<file path="src/rtl/id_arb_pkg.sv">
// Shared types for the decode-to-issue arbiter: FSM states, entry source tags
// and the packed output-register layout.
package id_arb_pkg;

  // Widest payload the output register carries; narrower DATA_W is zero-extended.
  localparam int ID_ARB_DATA_W = 64;

  typedef enum logic {
    ARB_IDLE   = 1'b0,
    ARB_LOCKED = 1'b1
  } arb_state_e;

  typedef enum logic {
    SRC_FETCH  = 1'b0,
    SRC_INJECT = 1'b1
  } issue_src_e;

  typedef struct packed {
    logic                     valid;
    issue_src_e               src;
    logic [ID_ARB_DATA_W-1:0] data;
  } issue_reg_t;

endpackage

</file>
<file path="src/rtl/id_arb_starve_cnt.sv">
// Saturating starvation counter: counts cycles the inject port loses, sat_o
// raises once LIMIT is reached and holds until clr_i.
module id_arb_starve_cnt #(
  parameter int LIMIT = 4,
  parameter int CNT_W = 3
) (
  input  logic clk_i,
  input  logic rst_i,
  input  logic inc_i,
  input  logic clr_i,
  output logic sat_o
);

  logic [CNT_W-1:0] cnt_q, cnt_d;

  assign sat_o = (cnt_q == CNT_W'(LIMIT));

  // NOTE: combinational blocks assign every output a default first so no latch is inferred.
  always_comb begin
    cnt_d = cnt_q;
    if (clr_i) begin
      cnt_d = '0;
    end else if (inc_i && !sat_o) begin
      cnt_d = cnt_q + CNT_W'(1);
    end
  end

  // NOTE: sequential state uses non-blocking assignments only.
  always_ff @(posedge clk_i) begin
    if (rst_i) begin
      cnt_q <= '0;
    end else begin
      cnt_q <= cnt_d;
    end
  end

endmodule

</file>
<file path="src/rtl/id_issue_arbiter.sv">
// Arbitrates fetch vs. injected micro-ops into the single issue register.
// Optional perf counters are enabled with `define ID_ISSUE_ARB_PERF_EN.
module id_issue_arbiter
  import id_arb_pkg::*;
#(
  parameter int DATA_W       = 64,
  parameter int STARVE_LIMIT = 4
) (
  input  logic              clk_i,
  input  logic              rst_i,
  input  logic              flush_i,
  input  logic              fetch_valid_i,
  input  logic [DATA_W-1:0] fetch_data_i,
  output logic              fetch_ready_o,
  input  logic              inject_valid_i,
  input  logic [DATA_W-1:0] inject_data_i,
  input  logic              inject_last_i,
  output logic              inject_ready_o,
  output logic              issue_valid_o,
  output logic [DATA_W-1:0] issue_data_o,
  output logic              issue_src_o,
  input  logic              issue_ack_i,
  output logic              lock_o
`ifdef ID_ISSUE_ARB_PERF_EN
  ,
  output logic [31:0]       perf_fetch_grants_o,
  output logic [31:0]       perf_inject_grants_o,
  output logic [31:0]       perf_starve_forced_o
`endif
);

  localparam int CNT_W = $clog2(STARVE_LIMIT + 1);

  arb_state_e state_q, state_d;
  issue_reg_t issue_q, issue_d;
  logic       space;
  logic       fetch_grant, inject_grant;
  logic       starve_inc, starve_clr, starve_sat;

  assign space = !issue_q.valid || issue_ack_i;

  // Reset and flush both suppress every grant in the cycle they are seen.
  always_comb begin
    fetch_grant  = 1'b0;
    inject_grant = 1'b0;
    if (!rst_i && !flush_i && space) begin
      if (state_q == ARB_LOCKED) begin
        inject_grant = inject_valid_i;
      end else begin
        inject_grant = inject_valid_i && (!fetch_valid_i || starve_sat);
        fetch_grant  = fetch_valid_i && !inject_grant;
      end
    end
  end

  assign fetch_ready_o  = fetch_grant;
  assign inject_ready_o = inject_grant;

  assign starve_inc = inject_valid_i && (state_q == ARB_IDLE) && (fetch_grant || !space);
  assign starve_clr = flush_i || inject_grant;

  id_arb_starve_cnt #(
    .LIMIT (STARVE_LIMIT),
    .CNT_W (CNT_W)
  ) u_starve_cnt (
    .clk_i (clk_i),
    .rst_i (rst_i),
    .inc_i (starve_inc),
    .clr_i (starve_clr),
    .sat_o (starve_sat)
  );

  always_comb begin
    state_d = state_q;
    if (flush_i) begin
      state_d = ARB_IDLE;
    end else begin
      case (state_q)
        ARB_IDLE:   if (inject_grant && !inject_last_i) state_d = ARB_LOCKED;
        ARB_LOCKED: if (inject_grant && inject_last_i)  state_d = ARB_IDLE;
        default:    state_d = ARB_IDLE;
      endcase
    end
  end

  // Flush drops the entry but leaves data/src untouched; only reset clears them.
  always_comb begin
    issue_d = issue_q;
    if (flush_i) begin
      issue_d.valid = 1'b0;
    end else if (inject_grant) begin
      issue_d.valid = 1'b1;
      issue_d.src   = SRC_INJECT;
      issue_d.data  = ID_ARB_DATA_W'(inject_data_i);
    end else if (fetch_grant) begin
      issue_d.valid = 1'b1;
      issue_d.src   = SRC_FETCH;
      issue_d.data  = ID_ARB_DATA_W'(fetch_data_i);
    end else if (issue_ack_i) begin
      issue_d.valid = 1'b0;
    end
  end

  always_ff @(posedge clk_i) begin
    if (rst_i) begin
      state_q <= ARB_IDLE;
      issue_q <= '0;
    end else begin
      state_q <= state_d;
      issue_q <= issue_d;
    end
  end

  assign issue_valid_o = issue_q.valid;
  assign issue_data_o  = issue_q.data[DATA_W-1:0];
  assign issue_src_o   = issue_q.src;
  assign lock_o        = (state_q == ARB_LOCKED);

`ifdef ID_ISSUE_ARB_PERF_EN
  logic [31:0] perf_fetch_q, perf_inject_q, perf_forced_q;

  always_ff @(posedge clk_i) begin
    if (rst_i) begin
      perf_fetch_q  <= '0;
      perf_inject_q <= '0;
      perf_forced_q <= '0;
    end else begin
      if (fetch_grant)  perf_fetch_q  <= perf_fetch_q + 32'd1;
      if (inject_grant) perf_inject_q <= perf_inject_q + 32'd1;
      if (inject_grant && (state_q == ARB_IDLE) && fetch_valid_i && starve_sat) begin
        perf_forced_q <= perf_forced_q + 32'd1;
      end
    end
  end

  assign perf_fetch_grants_o  = perf_fetch_q;
  assign perf_inject_grants_o = perf_inject_q;
  assign perf_starve_forced_o = perf_forced_q;
`endif

endmodule

</file>
<file path="config.mk">
export PLATFORM = sky130hd
export DESIGN_NAME = id_issue_arbiter
export DESIGN_NICKNAME = d
export VERILOG_FILES = /design/src/rtl/id_arb_pkg.sv /design/src/rtl/id_arb_starve_cnt.sv /design/src/rtl/id_issue_arbiter.sv
export SDC_FILE = /design/constraint.sdc
export NUM_CORES = 1
export LEC_CHECK = 0
export ABC_AREA = 1
export BUFFER_PORTS_ARGS = -buffer_cell sky130_fd_sc_hd__buf_2
export CORE_MARGIN = 2
export CORE_UTILIZATION = 47
export CTS_CLUSTER_DIAMETER = 80
export DETAILED_ROUTE_END_ITERATION = 8
export GPL_ROUTABILITY_DRIVEN = 0
export GPL_TIMING_DRIVEN = 0
export PLACE_DENSITY_LB_ADDON = 0.25
export SLEW_MARGIN = 40
export SYNTH_ARGS = -nofsm -noshare
export SYNTH_HDL_FRONTEND = slang
export SYNTH_SLANG_ARGS = --single-unit
</file>
<file path="constraint.sdc">
create_clock -name clk_i -period 2.9 [get_ports clk_i]
set_clock_uncertainty 0.05 [all_clocks]
set_input_delay 0.58 -clock clk_i [delete_from_list [all_inputs] [get_ports clk_i]]
set_output_delay 0.58 -clock clk_i [all_outputs]
set_load 0.01 [all_outputs]
</file>
Word-level counts from Yosys, hierarchy flattened --
Index checks and enable logic that the tools add are counted.
Storage, ports and cells: flip-flop bits (word level) 70, logic and storage cells 46, input bits 135
Cells by class: muxes and demuxes 11, reductions and logical operators 26, eq/ne operators 1, $add $sub $neg 1, bitwise gates (word level) 2
Operators by type and width (count):
- two-way mux 66 bit | 1
- two-way mux 65 bit | 1
- logical AND 1 bit | 9
- zero test 1 bit | 8
- two-way mux 1 bit | 8
- logical OR 1 bit | 4
- OR reduction 2 bit | 2
- adder 3 x 1 -> 3 bit (second input constant) | 1
- equality test 3 bit (second input constant) | 1
- nonzero test 3 bit | 1
- inverter 1 bit | 2
- one-hot mux 1 bit (2 select lines) | 1
- AND reduction 2 bit | 1
- nonzero test 2 bit | 1

Longest topological paths before layout --
Gate-level depths: netlist of run 1.
word-level depth 10, gate-level depth with buffers 12

Cells and area by module --
From an unflattened synthesis of run 1, not the netlist that was laid out.
Unflattened totals: cell total of the unflattened synthesis 762, area, all modules 4822.1 um^2
Modules (own cells, without submodules):
- id_issue_arbiter | area an instance 4647.0 um^2, cells each 735, instances 1, sequential area each 1341.3 um^2
- id_arb_starve_cnt | area an instance 175.2 um^2, cells each 27, instances 1, sequential area each 60.1 um^2

Worst setup path after synthesis of run 1 --
OpenSTA, ideal clock, no wires.
path type input-to-output, from input port flush_i, to output port inject_ready_o, stages on the path 6, arrival 1.204 ns, setup slack 1.066 ns, buffers on the path 1, required time 2.270 ns, path through nor2_2 nand2_1 nor2_2 nand2_2 inv_2 buf_2
On the way: longest elaborated chain between the ends 4
RTL lines:
- from (decl) | line id_issue_arbiter.sv:11 | input logic flush_i,
- zero test 1 bit | line id_issue_arbiter.sv:46 | if (!rst_i && !flush_i && space) begin
- logical AND 1 bit (2 in series) | line id_issue_arbiter.sv:46
- two-way mux 1 bit | line id_issue_arbiter.sv:46
- to (decl) | line id_issue_arbiter.sv:18 | output logic inject_ready_o,
Every way passes these cells.

Final worst setup path of run 1 --
from register u_starve_cnt.cnt_q[0], to output port inject_ready_o
On the way: longest elaborated chain between the ends 5
RTL lines:
- from (decl) | line id_arb_starve_cnt.sv:14 | logic [CNT_W-1:0] cnt_q, cnt_d;
- from (signal assigned) | line id_arb_starve_cnt.sv:33 | cnt_q <= cnt_d;
- equality test 3 bit | line id_arb_starve_cnt.sv:16 | assign sat_o = (cnt_q == CNT_W'(LIMIT));
- logical OR 1 bit | line id_issue_arbiter.sv:50 | inject_grant = inject_valid_i && (!fetch_valid_i || starve_sat);
- logical AND 1 bit | line id_issue_arbiter.sv:50
- two-way mux 1 bit | line id_issue_arbiter.sv:47 | if (state_q == ARB_LOCKED) begin
- two-way mux 1 bit | line id_issue_arbiter.sv:46
Every way passes these cells.

==> reports/results.tsv, run 1 <==
stage	metric	value	unit
setup_path	required	2270	ps
setup_path	cp-start-kind	flop	
yosys	synthDistinctLibCells	18	
route	dr.max_layer_used	met4	
timing	drv_slew	0	
grt	first_pass_grt_wire_length	15400	um
clock_network	cts-root-buf	sky130_fd_sc_hd__clkbuf_8	
setup_path	path_max_fanout	10	
setup_path	crit_top_cell	sky130_fd_sc_hd__buf_2	
run	maxCapViolCount	0	
yosys	avgSynthCellArea	6.31	um2
route	viasPerCell	4.70	
timing	clock.fmax	0.428	GHz
layout	diodes	0	
route	routed_wl	9880	um
setup_path	path_cells	inv_1 > ha_1 > nand2_1 > nand3_1 > nand2_2 > inv_2 > buf_2 > buf_2	
clock_network	cts-buffers-inserted	9	
timing	final_min_period_over_clock_period	0.806	
yosys	synth.largest_area_cell	sky130_fd_sc_hd__dfxtp_1	
clock_network	cts_setup_buffers	0	
setup_path	reg2reg_depth	11	
setup_path	worst_path_max_delay_cell	sky130_fd_sc_hd__dfxtp_1	
layout	flow.area_growth_from_synthesis	39.1	%
layout	fill_cells	641	
yosys	synth-edff-count	0	
yosys	yosys_warnings	0	
yosys	ys_ff_latch	70	
clock_network	clk_transition_reported_paths	70	ps
timing	slew_at_the_pin_with_the_worst_max_slew_slack	484	ps
floorplan	std_cell_rows	30	
clock_network	cts-htree-levels	3	
timing	timing.max_slew.rel_slack	0.677	
setup_path	crit_path_max_incr_delay	360	ps
setup_path	worstPathArrival	1710	ps
setup_path	worst_setup_path_end_kind	primary output	
grt	antenna_violations_before_repair	0	
yosys	synth-seq-area-share	0.416	
timing	hold_slack	381	ps
yosys	syn_area	3370	um2
outcome	status	completed	
place	port_buffers	203	
yosys	synth_cells	534	
place	post-dp-hpwl	7640	um
yosys	synth_top_cells_by_area	sky130_fd_sc_hd__dfxtp_1 42%, sky130_fd_sc_hd__nand2_1 23%, sky130_fd_sc_hd__nor2_1 14%, sky130_fd_sc_hd__o21ai_0 6.7%, sky130_fd_sc_hd__o21ai_1 3.0%	
power_and_ir_drop	vdd_ir_drop_max	0.244	mV
floorplan	core	6870	um2
yosys	yosysTopAreaCellShare	0.416	
min_path	worst_hold_path.num_cells	2	
route	drt_pass1_iterations	4	
clock_network	post_cts_hold_buffer_count	0	
yosys	synth-main-ff-cell	sky130_fd_sc_hd__dfxtp_1	
yosys	netlist_top_cells_count	208 x sky130_fd_sc_hd__nand2_1, 129 x sky130_fd_sc_hd__nor2_1, 70 x sky130_fd_sc_hd__dfxtp_1	
floorplan	chipWidth	88.6	um
yosys	async_flop_share	0	
clock_network	insertion_delay	340	ps
grt	grt_start_max_net_pins	12	
floorplan	die_h	88.6	um
grt	grt_pass1_vias	3555	
timing	timing.final.setup_violations	0	
power_and_ir_drop	power.static_leakage	2.66	nW
setup_path	worst-setup-path-type	flop to primary output	
floorplan	floorplan.initialDensity	0.490	
floorplan	floorplan.io_pins	204	
route	routed_wire_length_per_instance	11.6	um
layout	finish.utilization	0.682	
layout	layout.nets	885	
yosys	synth_fp_nets	671	
route	route.layer.met1.wl	4070	um
timing	finalHoldViolCount	0	
timing	totalNegativeSetupSlack	0	ps
clock_network	number_of_cells_upsized_or_downsized_after_cts	0	
timing	post_layout_min_period	2340	ps
clock_network	cts_tree	done	
route	wl_met2	4830	um
power_and_ir_drop	power.density	476	nW/um2
clock_network	cts.sinks	70	
route	route.detailed.drc	0	
route	antenna_left	0	
route	via_count	3993	
timing	rsz0062_at_grt	false	
min_path	hp-class	primary input to flop	
floorplan	die_area	7860	um2
yosys	synth.most_common_cell	sky130_fd_sc_hd__nand2_1	
clock_network	clock_path_buffers	2	
layout	final_layout_size_suffix_gt1_frac	0.328	
route	wl_met3	743	um
grt	overflow_left_after_global_routing	0	
route	drt-initial-drc-count	127	
grt	gr-usage-all-layers	0.250	
cell type report:
class	instances	area, um2	share of cell area
Buffer	35	229	0.0489
Tap cell	96	120	0.0256
Clock buffer	11	131	0.0280
Multi-Input combinational cell	418	1700	0.362
Sequential cell	70	1400	0.299
Inverter	11	41.3	0.00881
Clock inverter	5	50.0	0.0107
Timing Repair Buffer	203	1020	0.217
worst max-delay path, delay by kind of cell (launching register included):
| kind | cells | cell delay [ps] |
|---|---|---|
| buf+inv | 4 | 450 |
| flops | 1 | 360 |
| simple gates | 3 | 350 |
| fa+ha+maj | 1 | 190 |
power breakdown:
part / switching (W) / internal (W) / total, W / leakage [nW]
combinational: 0.000230 / 0.000199 / 0.000428 / 1.99
clock: 0.000354 / 0.000392 / 0.000746 / 0.0968
sequential: 0.0000309 / 0.00103 / 0.00106 / 0.573
worst paths after layout:
path                                             from  slack, ps          endpoint
worst max-delay path            u_starve_cnt.cnt_q[0]        560    inject_ready_o
worst min-delay path                    inject_last_i        380              flop
worst max register to register  u_starve_cnt.cnt_q[0]       1050  issue_data_o[56]
worst min register to register            issue_src_o        440       issue_src_o
per-layer routing:
layer | vias up | track usage
met5 | - | 0
met4 | 0 | 0.116
met3 | 21 | 0.0606
met2 | 175 | 0.446
met1 | 1724 | 0.280
li1 | 2073 | -
layout by cell type, fill, tap and decap left out, drive strengths merged:
cell type,count
a21oi,3
buf,227
bufinv,1
clkbuf,22
clkinv,4
dfxtp,70
ha,2
inv,11
nand2,210
nand3,5
nor2,131
o21ai,65
o22ai,1
xor2,1
flip-flops by register name, summed over array words and instances (netlist names), named ones only:
register,count
issue_data_o,64
u_starve_cnt.cnt_q,3
issue_src_o,1
issue_valid_o,1
cell families (layout without fill, tap and decap cells):
group,Yosys count,after routing,share of synthesized area
fa+ha+maj,2,2,0.00743
flops,70,70,0.416
compound gates,69,69,0.103
xor+xnor,1,1,0.00260
simple gates,346,346,0.391
buf+inv,46,265,0.0803
stage by stage:
step	power (W)	cell area, um2	worst slack (ps)	cells
2_1_floorplan	0.00130	3370	1070	534
3_3_place_gp	0.00150	4500	686	833
3_5_place_dp	0.00151	4500	686	833
4_1_cts	0.00225	4680	529	849
5_1_grt	0.00235	4680	410	849
6_report	0.00223	4680	562	849
Power figures use the tool's default switching activity.
==> run 2: changes to the inputs <==
CORE_UTILIZATION = 39   (was 47)
clock period = 2.1 ns   (was 2.9 ns; I/O delays follow)
==> run 2 against run 1 <==
Against the previous run:
- clock power is 32% higher
- register-to-register slack worse by 850 ps
- global-route usage is 4.4 points lower
- die area is 20% higher
- cell count is 0.82% higher
- setup slack worse by 420 ps
- sequential power is 38% higher
- power is 36% higher
- utilization is 12 points lower
- critical path depth stayed put
- non-clock buffer count stayed put
- first-iteration DRC count is 17% lower
- critical endpoint is now fetch_ready_o
- largest cell class unchanged
==> reports/results.tsv, run 2 (same netlist as run 1, synthesis figures left out) <==
stage	metric	value	unit
place	post-dp-hpwl	7710	um
route	drt_pass1_iterations	4	
setup_path	path_cells	inv_1 > ha_1 > nand2_1 > nand2_1 > nand2_1 > nand2_1 > inv_1 > buf_2	
timing	slew_at_the_pin_with_the_worst_max_slew_slack	524	ps
clock_network	cts-root-buf	sky130_fd_sc_hd__clkbuf_8	
route	drt-initial-drc-count	105	
clock_network	insertion_delay	330	ps
route	wl_met3	698	um
floorplan	die_h	96.9	um
timing	rsz0062_at_grt	false	
route	route.detailed.drc	0	
route	viasPerCell	4.62	
floorplan	floorplan.io_pins	204	
run	maxCapViolCount	0	
setup_path	worst_setup_path_startpoint	u_starve_cnt.cnt_q[0]	
outcome	status	completed	
route	routed_wire_length_per_instance	11.7	um
route	wl_met2	4930	um
floorplan	core	8300	um2
layout	layout.nets	885	
clock_network	clk_transition_reported_paths	70	ps
grt	grt_pass1_vias	3593	
timing	timing.max_slew.rel_slack	0.650	
power_and_ir_drop	power.density	647	nW/um2
setup_path	worstReg2RegEnd	issue_data_o[0]	
timing	post_layout_min_period	1950	ps
setup_path	worstSetupEndpoint	fetch_ready_o	
grt	gr-usage-all-layers	0.207	
setup_path	worstPathArrival	1480	ps
setup_path	cp-start-kind	flop	
clock_network	clock_path_buffers	2	
route	route.layer.met1.wl	4240	um
grt	overflow_left_after_global_routing	0	
place	pre_cts_slack	189	ps
floorplan	die_area	9390	um2
setup_path	worst_path_max_delay_cell	sky130_fd_sc_hd__dfxtp_2	
grt	antenna_violations_before_repair	0	
layout	flow.area_growth_from_synthesis	39.7	%
route	dr.max_layer_used	met4	
power_and_ir_drop	vdd_ir_drop_max	0.308	mV
floorplan	chipWidth	96.9	um
layout	final_layout_size_suffix_gt1_frac	0.332	
clock_network	cts-buffers-inserted	9	
route	antenna_left	0	
setup_path	rrSetupSlack	200	ps
grt	grt_start_max_net_pins	11	
layout	mostFrequentLayoutCell	sky130_fd_sc_hd__buf_2	
clock_network	cts.sinks	70	
timing	timing.final.setup_violations	0	
setup_path	crit_path_max_incr_delay	340	ps
layout	fill_cells	869	
layout	final_cell_mix	211 x sky130_fd_sc_hd__buf_2, 208 x sky130_fd_sc_hd__nand2_1, 129 x sky130_fd_sc_hd__nor2_1	
floorplan	std_cell_rows	33	
setup_path	worst_setup_path_end_kind	primary output	
floorplan	floorplan.initialDensity	0.406	
grt	first_pass_grt_wire_length	16200	um
min_path	hp-class	primary input to flop	
clock_network	post_cts_hold_buffer_count	0	
route	via_count	3957	
timing	drv_slew	0	
setup_path	required	1630	ps
timing	setup_slack	147	ps
layout	sequential_cell_area	1400	um2
timing	finalHoldViolCount	0	
clock_network	cts_tree	done	
layout	diodes	0	
setup_path	critical_path.reg2reg.startpoint	u_starve_cnt.cnt_q[0]	
place	port_buffers	203	
timing	clock.fmax	0.512	GHz
route	routed_wl	10000	um
layout	multi_input_area	1710	um2
clock_network	cts-htree-levels	3	
timing	totalNegativeSetupSlack	0	ps
setup_path	worst-setup-path-type	flop to primary output	
setup_path	reg2reg_depth	12	
setup_path	crit_top_cell	sky130_fd_sc_hd__nand2_1	
power_and_ir_drop	power.static_leakage	2.67	nW
layout	largest_register_ff_count	64	
timing	final_min_period_over_clock_period	0.930	
setup_path	path_max_fanout	3	
run 2: changes by cell type in the layout (fill, tap and decap cells not counted):
cell / delta
sky130_fd_sc_hd__buf_2: -1
sky130_fd_sc_hd__clkbuf_8: +3
sky130_fd_sc_hd__bufinv_16: -1
sky130_fd_sc_hd__dfxtp_1: -2
sky130_fd_sc_hd__buf_4: +1
sky130_fd_sc_hd__nand2_4: +1
sky130_fd_sc_hd__nand3_1: -1
sky130_fd_sc_hd__clkinv_2: -3
sky130_fd_sc_hd__clkbuf_1: -1
sky130_fd_sc_hd__dfxtp_2: +2
sky130_fd_sc_hd__nand3_2: +1
sky130_fd_sc_hd__nand2_2: -1
run 2: how the worst min path moves through the flow:
stage / from / endpoint / cells past startpoint
CTS: inject_last_i / flop / 2
finish: inject_last_i / flop / 2
detailed placement: u_starve_cnt.cnt_q[0] / u_starve_cnt.cnt_q[0] / 2
global placement: u_starve_cnt.cnt_q[1] / u_starve_cnt.cnt_q[1] / 2
floorplan: u_starve_cnt.cnt_q[1] / u_starve_cnt.cnt_q[1] / 2
global route: inject_last_i / flop / 2
run 2: report_power, final:
| part | internal (W) | total, W | switching, W |
|---|---|---|---|
| logic | 0.000275 | 0.000594 | 0.000319 |
| clock network | 0.000512 | 0.000987 | 0.000475 |
| registers | 0.00142 | 0.00146 | 0.0000419 |
| total | 0.00221 | 0.00304 | 0.000835 |
run 2: stage by stage:
stage / area, um2 / std cells / total power, W / hold slack, ps / util
2_1_floorplan: 3370 / 534 / 0.00180 / 406 / -
3_3_place_gp: 4510 / 842 / 0.00207 / 420 / 0.544
3_5_place_dp: 4510 / 842 / 0.00208 / 432 / 0.544
4_1_cts: 4700 / 857 / 0.00306 / 223 / 0.566
5_1_grt: 4700 / 856 / 0.00320 / 224 / 0.567
6_report: 4700 / 856 / 0.00304 / 240 / 0.567
run 2: worst max-delay path, delay by kind of cell (launching register included):
kind | cells | cell delay, ps
flops | 1 | 340
simple gates | 4 | 330
buf+inv | 3 | 280
fa+ha+maj | 1 | 200
run 2: area by class of cell:
class                      count  area share
clock buffer                  13      0.0359
timing repair buffer         204       0.218
clock inverter                 1     0.00106
sequential                    70       0.298
tap                          105      0.0279
multi-input combinational    418       0.363
buffer                        34      0.0476
inverter                      11     0.00878
run 2: what timing repair did:
item | 4_1_cts | 5_1_grt
gates cloned | 0 | 0
gates resized for setup | 1 | 3
pin swaps | 1 | 0
endpoints found under the setup margin | 1 | 4
buffers inserted | 1 | 0
run 2: routing by layer:
metal	global-route usage	vias up
met3	0.0477	15
met2	0.363	147
met4	0.0672	0
met5	0	-
met1	0.249	1725
li1	-	2070
